<file path="config.mk">
export PLATFORM = sky130hd
export DESIGN_NAME = rt_ibex_pcs_ctx_stack_flat
export DESIGN_NICKNAME = d
export VERILOG_FILES = /design/src/rtl/rt_ibex_pcs_pkg.sv /design/src/rtl/rt_ibex_pcs_ctx_stack_if.sv /design/src/rtl/rt_ibex_pcs_ctx_mem.sv /design/src/rtl/rt_ibex_pcs_ctx_stack.sv /design/src/flat_wrapper.sv
export SDC_FILE = /design/constraint.sdc
export NUM_CORES = 2
export LEC_CHECK = 0
export ABC_CLOCK_PERIOD_IN_PS = 32500
export BUFFER_PORTS_ARGS = -buffer_cell sky130_fd_sc_hd__buf_2
export CAP_MARGIN = 5
export CORE_ASPECT_RATIO = 0.8
export CORE_MARGIN = 2
export CORE_UTILIZATION = 60
export DETAILED_ROUTE_END_ITERATION = 7
export PLACE_DENSITY = 0.75
export SLEW_MARGIN = 20
export SYNTH_ARGS = -nofsm -noshare
export SYNTH_HDL_FRONTEND = slang
export SYNTH_HIERARCHICAL = 1
export SYNTH_SLANG_ARGS = --single-unit
</file>
<file path="constraint.sdc">
create_clock -name clk_i -period 32.5 [get_ports clk_i]
set_clock_uncertainty 0.15 [all_clocks]
set_input_delay 8.125 -clock clk_i [delete_from_list [all_inputs] [get_ports clk_i]]
set_output_delay 8.125 -clock clk_i [all_outputs]
set_load 0.01 [all_outputs]
</file>
<file path="src/rtl/rt_ibex_pcs_pkg.sv">
// Shared types for the rt-ibex preemptive context-save stack.
// Default geometry, FSM state encoding and the stored context layout.
package rt_ibex_pcs_pkg;

    localparam int unsigned PcsNrSavedRegs = 9;
    localparam int unsigned PcsDataWidth   = 32;
    localparam int unsigned PcsDepth       = 8;
    localparam int unsigned PcsLevelWidth  = 8;

    typedef enum logic [1:0] {
        IDLE    = 2'd0,
        STORE   = 2'd1,
        POP     = 2'd2,
        RESTORE = 2'd3
    } pcs_state_e;

    typedef struct packed {
        logic [PcsLevelWidth-1:0]                      level;
        logic [PcsNrSavedRegs-1:0][PcsDataWidth-1:0]   data;
    } ctx_t;

endpackage

</file>
<file path="src/rtl/rt_ibex_pcs_ctx_stack_if.sv">
// Save/restore and control bundle between the core, the CLIC side
// and the context stack.
interface rt_ibex_pcs_ctx_stack_if #(
    parameter int unsigned NrSavedRegs   = 9,
    parameter int unsigned DataWidth     = 32,
    parameter int unsigned Depth         = 8,
    parameter int unsigned IrqLevelWidth = 8
);
    localparam int unsigned Cw = $clog2(Depth + 1);

    logic                                   irq_ack_i;
    logic [IrqLevelWidth-1:0]               irq_level_i;
    logic [NrSavedRegs-1:0][DataWidth-1:0]  store_data_i;
    logic                                   next_mret_i;
    logic                                   flush_i;
    logic [NrSavedRegs-1:0][DataWidth-1:0]  restore_data_o;
    logic [IrqLevelWidth-1:0]               restore_level_o;
    logic                                   restore_en_o;
    logic                                   busy_o;
    logic [Cw-1:0]                          count_o;
    logic                                   full_o;
    logic                                   empty_o;
    logic                                   overflow_o;
    logic                                   underflow_o;

    modport slave (
        input  irq_ack_i, irq_level_i, store_data_i, next_mret_i, flush_i,
        output restore_data_o, restore_level_o, restore_en_o, busy_o,
        output count_o, full_o, empty_o, overflow_o, underflow_o
    );

    modport master (
        output irq_ack_i, irq_level_i, store_data_i, next_mret_i, flush_i,
        input  restore_data_o, restore_level_o, restore_en_o, busy_o,
        input  count_o, full_o, empty_o, overflow_o, underflow_o
    );

endinterface

</file>
<file path="src/rtl/rt_ibex_pcs_ctx_mem.sv">
// Depth x context flip-flop array, one write port and one async read port.
// Contents are not reset; only entries below the stack count are meaningful.
module rt_ibex_pcs_ctx_mem
    import rt_ibex_pcs_pkg::*;
#(
    parameter int unsigned Depth = 8,
    parameter type         ctx_T = ctx_t,
    localparam int unsigned Aw   = $clog2(Depth)
) (
    input  logic          clk_i,
    input  logic          we_i,
    input  logic [Aw-1:0] waddr_i,
    input  ctx_T          wdata_i,
    input  logic [Aw-1:0] raddr_i,
    output ctx_T          rdata_o
);

    ctx_T mem_q [Depth];

    always_ff @(posedge clk_i) begin
        if (we_i) begin
            mem_q[waddr_i] <= wdata_i;
        end
    end

    assign rdata_o = mem_q[raddr_i];

endmodule

</file>
<file path="src/rtl/rt_ibex_pcs_ctx_stack.sv">
// Hardware context-save stack: pushes a register context plus level on
// interrupt acknowledge, pops it back on mret.
module rt_ibex_pcs_ctx_stack
    import rt_ibex_pcs_pkg::*;
#(
    parameter int unsigned NrSavedRegs   = PcsNrSavedRegs,
    parameter int unsigned DataWidth     = PcsDataWidth,
    parameter int unsigned Depth         = PcsDepth,
    parameter int unsigned IrqLevelWidth = PcsLevelWidth
) (
    input  logic                      clk_i,
    input  logic                      rst_ni,
    rt_ibex_pcs_ctx_stack_if.slave    bus
);

    localparam int unsigned Cw = $clog2(Depth + 1);
    localparam int unsigned Aw = $clog2(Depth);

    typedef logic [NrSavedRegs-1:0][DataWidth-1:0] data_t;

    typedef struct packed {
        logic [IrqLevelWidth-1:0] level;
        data_t                    data;
    } stk_ctx_t;

    pcs_state_e               state_q, state_d;
    logic [Cw-1:0]            count_q, count_d;
    logic [IrqLevelWidth-1:0] level_q, level_d;
    logic                     full_q, empty_q;
    logic                     ovf_q, ovf_d;
    logic                     udf_q, udf_d;
    data_t                    rdata_q, rdata_d;
    logic [IrqLevelWidth-1:0] rlevel_q, rlevel_d;

    logic                     we;
    logic [Cw-1:0]            cnt_m1;
    stk_ctx_t                 wctx;
    stk_ctx_t                 rctx;

    assign cnt_m1     = count_q - Cw'(1);
    assign wctx.level = level_q;
    assign wctx.data  = bus.store_data_i;

    rt_ibex_pcs_ctx_mem #(
        .Depth (Depth),
        .ctx_T (stk_ctx_t)
    ) u_mem (
        .clk_i   (clk_i),
        .we_i    (we),
        .waddr_i (count_q[Aw-1:0]),
        .wdata_i (wctx),
        .raddr_i (cnt_m1[Aw-1:0]),
        .rdata_o (rctx)
    );

    always_comb begin
        state_d  = state_q;
        count_d  = count_q;
        level_d  = level_q;
        ovf_d    = ovf_q;
        udf_d    = udf_q;
        rdata_d  = rdata_q;
        rlevel_d = rlevel_q;
        we       = 1'b0;
        unique case (state_q)
            IDLE: begin
                // An ack wins over a same-cycle mret; that mret is lost.
                if (bus.irq_ack_i) begin
                    level_d = bus.irq_level_i;
                    state_d = STORE;
                end else if (bus.next_mret_i) begin
                    state_d = POP;
                end
            end
            STORE: begin
                if (full_q) begin
                    ovf_d = 1'b1;
                end else begin
                    we      = 1'b1;
                    count_d = count_q + Cw'(1);
                end
                state_d = IDLE;
            end
            POP: begin
                if (empty_q) begin
                    udf_d    = 1'b1;
                    rdata_d  = '0;
                    rlevel_d = '0;
                end else begin
                    rdata_d  = rctx.data;
                    rlevel_d = rctx.level;
                    count_d  = cnt_m1;
                end
                state_d = RESTORE;
            end
            RESTORE: state_d = IDLE;
            default: state_d = IDLE;
        endcase
        if (bus.flush_i) begin
            state_d = IDLE;
            count_d = '0;
            ovf_d   = 1'b0;
            udf_d   = 1'b0;
            we      = 1'b0;
        end
    end

    always_ff @(posedge clk_i or negedge rst_ni) begin
        if (!rst_ni) begin
            state_q  <= IDLE;
            count_q  <= '0;
            level_q  <= '0;
            full_q   <= 1'b0;
            empty_q  <= 1'b1;
            ovf_q    <= 1'b0;
            udf_q    <= 1'b0;
            rdata_q  <= '0;
            rlevel_q <= '0;
        end else begin
            state_q  <= state_d;
            count_q  <= count_d;
            level_q  <= level_d;
            full_q   <= (count_d == Cw'(Depth));
            empty_q  <= (count_d == '0);
            ovf_q    <= ovf_d;
            udf_q    <= udf_d;
            rdata_q  <= rdata_d;
            rlevel_q <= rlevel_d;
        end
    end

    assign bus.restore_data_o  = rdata_q;
    assign bus.restore_level_o = rlevel_q;
    assign bus.restore_en_o    = (state_q == RESTORE) && !bus.flush_i;
    assign bus.busy_o          = (state_q != IDLE);
    assign bus.count_o         = count_q;
    assign bus.full_o          = full_q;
    assign bus.empty_o         = empty_q;
    assign bus.overflow_o      = ovf_q;
    assign bus.underflow_o     = udf_q;

endmodule

</file>
<file path="src/flat_wrapper.sv">
// flat-port wrapper written by rule: the top's interface ports become plain ports
module rt_ibex_pcs_ctx_stack_flat import rt_ibex_pcs_pkg::*;
#(
    parameter int unsigned NrSavedRegs   = PcsNrSavedRegs,
    parameter int unsigned DataWidth     = PcsDataWidth,
    parameter int unsigned Depth         = PcsDepth,
    parameter int unsigned IrqLevelWidth = PcsLevelWidth
)
  (clk_i, rst_ni, bus_irq_ack_i, bus_irq_level_i, bus_store_data_i, bus_next_mret_i, bus_flush_i, bus_restore_data_o, bus_restore_level_o, bus_restore_en_o, bus_busy_o, bus_count_o, bus_full_o, bus_empty_o, bus_overflow_o, bus_underflow_o);
  rt_ibex_pcs_ctx_stack_if #(.NrSavedRegs(NrSavedRegs), .DataWidth(DataWidth), .Depth(Depth), .IrqLevelWidth(IrqLevelWidth)) bus_i ();
  input  logic clk_i;
  input  logic rst_ni;
  input wire logic [$bits(bus_i.irq_ack_i)-1:0] bus_irq_ack_i;
  input wire logic [$bits(bus_i.irq_level_i)-1:0] bus_irq_level_i;
  input wire logic [$bits(bus_i.store_data_i)-1:0] bus_store_data_i;
  input wire logic [$bits(bus_i.next_mret_i)-1:0] bus_next_mret_i;
  input wire logic [$bits(bus_i.flush_i)-1:0] bus_flush_i;
  output wire logic [$bits(bus_i.restore_data_o)-1:0] bus_restore_data_o;
  output wire logic [$bits(bus_i.restore_level_o)-1:0] bus_restore_level_o;
  output wire logic [$bits(bus_i.restore_en_o)-1:0] bus_restore_en_o;
  output wire logic [$bits(bus_i.busy_o)-1:0] bus_busy_o;
  output wire logic [$bits(bus_i.count_o)-1:0] bus_count_o;
  output wire logic [$bits(bus_i.full_o)-1:0] bus_full_o;
  output wire logic [$bits(bus_i.empty_o)-1:0] bus_empty_o;
  output wire logic [$bits(bus_i.overflow_o)-1:0] bus_overflow_o;
  output wire logic [$bits(bus_i.underflow_o)-1:0] bus_underflow_o;
  assign bus_i.irq_ack_i = bus_irq_ack_i;
  assign bus_i.irq_level_i = bus_irq_level_i;
  assign bus_i.store_data_i = bus_store_data_i;
  assign bus_i.next_mret_i = bus_next_mret_i;
  assign bus_i.flush_i = bus_flush_i;
  assign bus_restore_data_o = bus_i.restore_data_o;
  assign bus_restore_level_o = bus_i.restore_level_o;
  assign bus_restore_en_o = bus_i.restore_en_o;
  assign bus_busy_o = bus_i.busy_o;
  assign bus_count_o = bus_i.count_o;
  assign bus_full_o = bus_i.full_o;
  assign bus_empty_o = bus_i.empty_o;
  assign bus_overflow_o = bus_i.overflow_o;
  assign bus_underflow_o = bus_i.underflow_o;
  rt_ibex_pcs_ctx_stack #(.NrSavedRegs(NrSavedRegs), .DataWidth(DataWidth), .Depth(Depth), .IrqLevelWidth(IrqLevelWidth)) u_core (.clk_i(clk_i), .rst_ni(rst_ni), .bus(bus_i));
endmodule
</file>
==> out/metrics.cfg <==
[cts]
insertion_delay_ns = 0.86
root_buffer = clkbuf_16
hold_buffers = 0
numCtsBuffers = 239
clockBufferDepth = 3
cts_tree = done
cts_setup_buffers = 0
ctsResizeCount = 0
cts_sinks = 2682
htree_levels = 4
clk_pin_slew_ns = 0.07

[sta]
slew_viol_final = 0
finalSetupViolations = 0
min_period_ns = 16.87
fmax_mhz = 59.27
slew_headroom = 0.1238
hold_viol = 0
rsz0062_at_grt = no
worstMarginPinSlew_ns = 1.314
fin_hold_ws_ns = 0.3592
finalCritPeriodShare = 0.5191
finalSetupTns_ns = 0

[worst_setup_path]
cp_max_fo = 13
path_common_cell = buf_2
cpMaxStageDelayCell = buf_2
path_class = input pin to output port
crit_path_max_incr_delay_ns = 0.24
crit_chain = buf_2 > nor2b_1 > buf_2
r2r-start = u_core/bus.count_o[0]
r2r_slack_ns = 25.58
rr_worst_depth = 12
cp.arrival_ns = 8.60
r2r_end = u_core/bus.restore_data_o[104]
cp-end-kind = output port
startpoint_type = input pin
cp.required_ns = 24.23

[power]
vdd_drop_max_mv = 0.05128
p_int_uw = 5735
powerDensity_nw_per_um2 = 64.36
combPwrFrac = 0.095
power_frac_seq = 0.527
p_sw_uw = 1665
total_power_uw = 7400
p_clk_frac = 0.378
power.switching_fraction = 0.2250
total_leakage_power_uw = 0.04014

[floorplanning]
fp.dieH_um = 372.4
fp.dieW_um = 464.4
dieArea_um2 = 172900
core_um2 = 168900
initial_core_util = 0.6025
io_pins = 607
rows = 135

[min_path]
min_to = u_core/bus.overflow_o
min_from = u_core/bus.overflow_o
whs_path_depth = 2
hold_class = register to register

[yosys]
ys_top_cells_by_area = edfxtp_1, mux4_2, dfrtp_1
ys_ff_latch = 2682
ys_seq_area_frac = 0.7760
yosysUniqueCellTypes = 37
syn_nets = 5088
syn_area_um2 = 101800
syn_avg_cell_area_um2 = 21.29
synth_top_cell_area_share = 0.6988
yosys_warnings = 6
synth_cells = 4780
yosys.area.top_type = edfxtp_1

[final_layout]
area.growth.synth_to_final_pct = 13.00
nets = 5771
layout_commonest_cell = edfxtp_1
drive_above_1_share = 0.3256
mostFrequentLayoutCells = edfxtp_1, buf_2, mux4_2

[route]
wire_per_inst_um = 27.26
drcViolationCount = 0
drt-pass1-iter-count = 5
route.vias.total = 48350
drtIter0Drc = 4792
ant_nets = 0
wl_um = 217600
vias_per_cell = 6.057

[global_routing]
grt_pass1_wl_um = 319600
grt_overflow = 0
grt_pass1_vias = 49480
antenna_found_initial = 90
grtUsageTotal = 0.2512
grt_max_degree = 148

[place]
hpwl_um = 114400
portBuffers = 606
routabilityCongestion = 0.7655

[outcome]
run_status = finished clean

[flow_run]
drv_cap = 0

[state kept, by name, indices dropped and copies added, names as in the netlist]
signal and cells:
u_core/bus.count_o 4, u_core/state_q 2, u_core/bus.underflow_o 1, u_core/bus.overflow_o 1
u_core/bus.full_o 1, u_core/level_q 8, u_core/bus.empty_o 1, u_core/bus.restore_data_o 288
u_core/bus.restore_level_o 8, u_core/u_mem/mem_q 2368
[Yosys cell counts, drive strengths merged]
cell	n
edfxtp	2368
o31ai	3
nand2b	8
or3	1
o21ai	296
nand3b	2
a221oi	1
a21oi	4
o22ai	1
nand3	1
nand2	307
a22oi	1
clkbuf	85
dfstp	1
ha	7
nand4b	2
nor2	12
nor3	3
mux2i	4
a211oi	1
a211o	1
a32oi	1
buf	149
nor2b	3
dfrtp	313
a41oi	1
inv	304
mux2	304
nor4	3
mux4	592
xor2	1
[cells by family (layout without fill, tap and decap cells)]
| family | after synthesis | after routing | synth area share |
|---|---|---|---|
| flip-flops | 2682 | 2682 | 0.7760 |
| AO/OA/AOI/OAI | 310 | 310 | 0.01558 |
| other | 0 | 44 | 0 |
| AND/OR/NAND/NOR | 342 | 342 | 0.01335 |
| buffers and inverters | 538 | 1436 | 0.02554 |
| adder cells (fa/ha/maj) | 7 | 7 | 0.0008606 |
| XOR/XNOR | 1 | 1 | 0.00008608 |
| multiplexers | 900 | 900 | 0.1686 |
[worst max-delay path: cells and delay by family]
kind                   cells  cell delay [ns]
buffers and inverters      2             0.38
AND/OR/NAND/NOR            1             0.08
[metrics by stage]
| stage | instance area, um^2 | std cells | worst slack, ns | utilization |
|---|---|---|---|---|
| final | 115000 | 7982 | 15.63 | 0.6808 |
| after global routing | 115000 | 7975 | 15.59 | 0.6807 |
| after global placement | 107000 | 7482 | 15.67 | 0.6334 |
| after CTS | 114900 | 7938 | 15.65 | 0.6801 |
| after detailed placement | 107000 | 7482 | 15.65 | 0.6334 |
| after floorplan | 101800 | 4780 | 2.553 | - |
[power groups by stage]
stage	logic [uW]	clock network, uW	registers, uW
2_1_floorplan	442	0	4010
3_3_place_gp	692	0	3970
3_5_place_dp	704	0	3970
4_1_cts	710	2850	3900
5_1_grt	757	2970	3910
6_report	701	2800	3900
[area by class of cell]
type	instances	area (um^2)
well taps	2260	2828
clock inverters	120	1205
repair buffers	676	3744
fillers	10440	53920
diodes	44	110.1
inverters	304	1156
multi-input cells	1560	20290
clock buffers	336	6688
flip-flops and latches	2682	78970
[per-layer routing]
metal,vias to the layer above,global-route usage,share of wire
met1,25560,0.3384,0.39
met2,1847,0.4058,0.50
met3,401,0.05456,0.071
li1,20480,-,-
met4,60,0.1035,0.035
met5,-,0,0.0018
[worst max path at each step]
stage / from / slack, ns / end
3_5_place_dp: bus_flush_i / 15.65 / bus_restore_en_o
5_1_grt: bus_flush_i / 15.59 / bus_restore_en_o
2_1_floorplan: bus_flush_i / 2.55 / u_core/u_mem/mem_q[4][0]
6_report: bus_flush_i / 15.63 / bus_restore_en_o
4_1_cts: bus_flush_i / 15.65 / bus_restore_en_o
3_3_place_gp: bus_flush_i / 15.67 / bus_restore_en_o
Note: power is estimated with default switching activity, not from simulation.
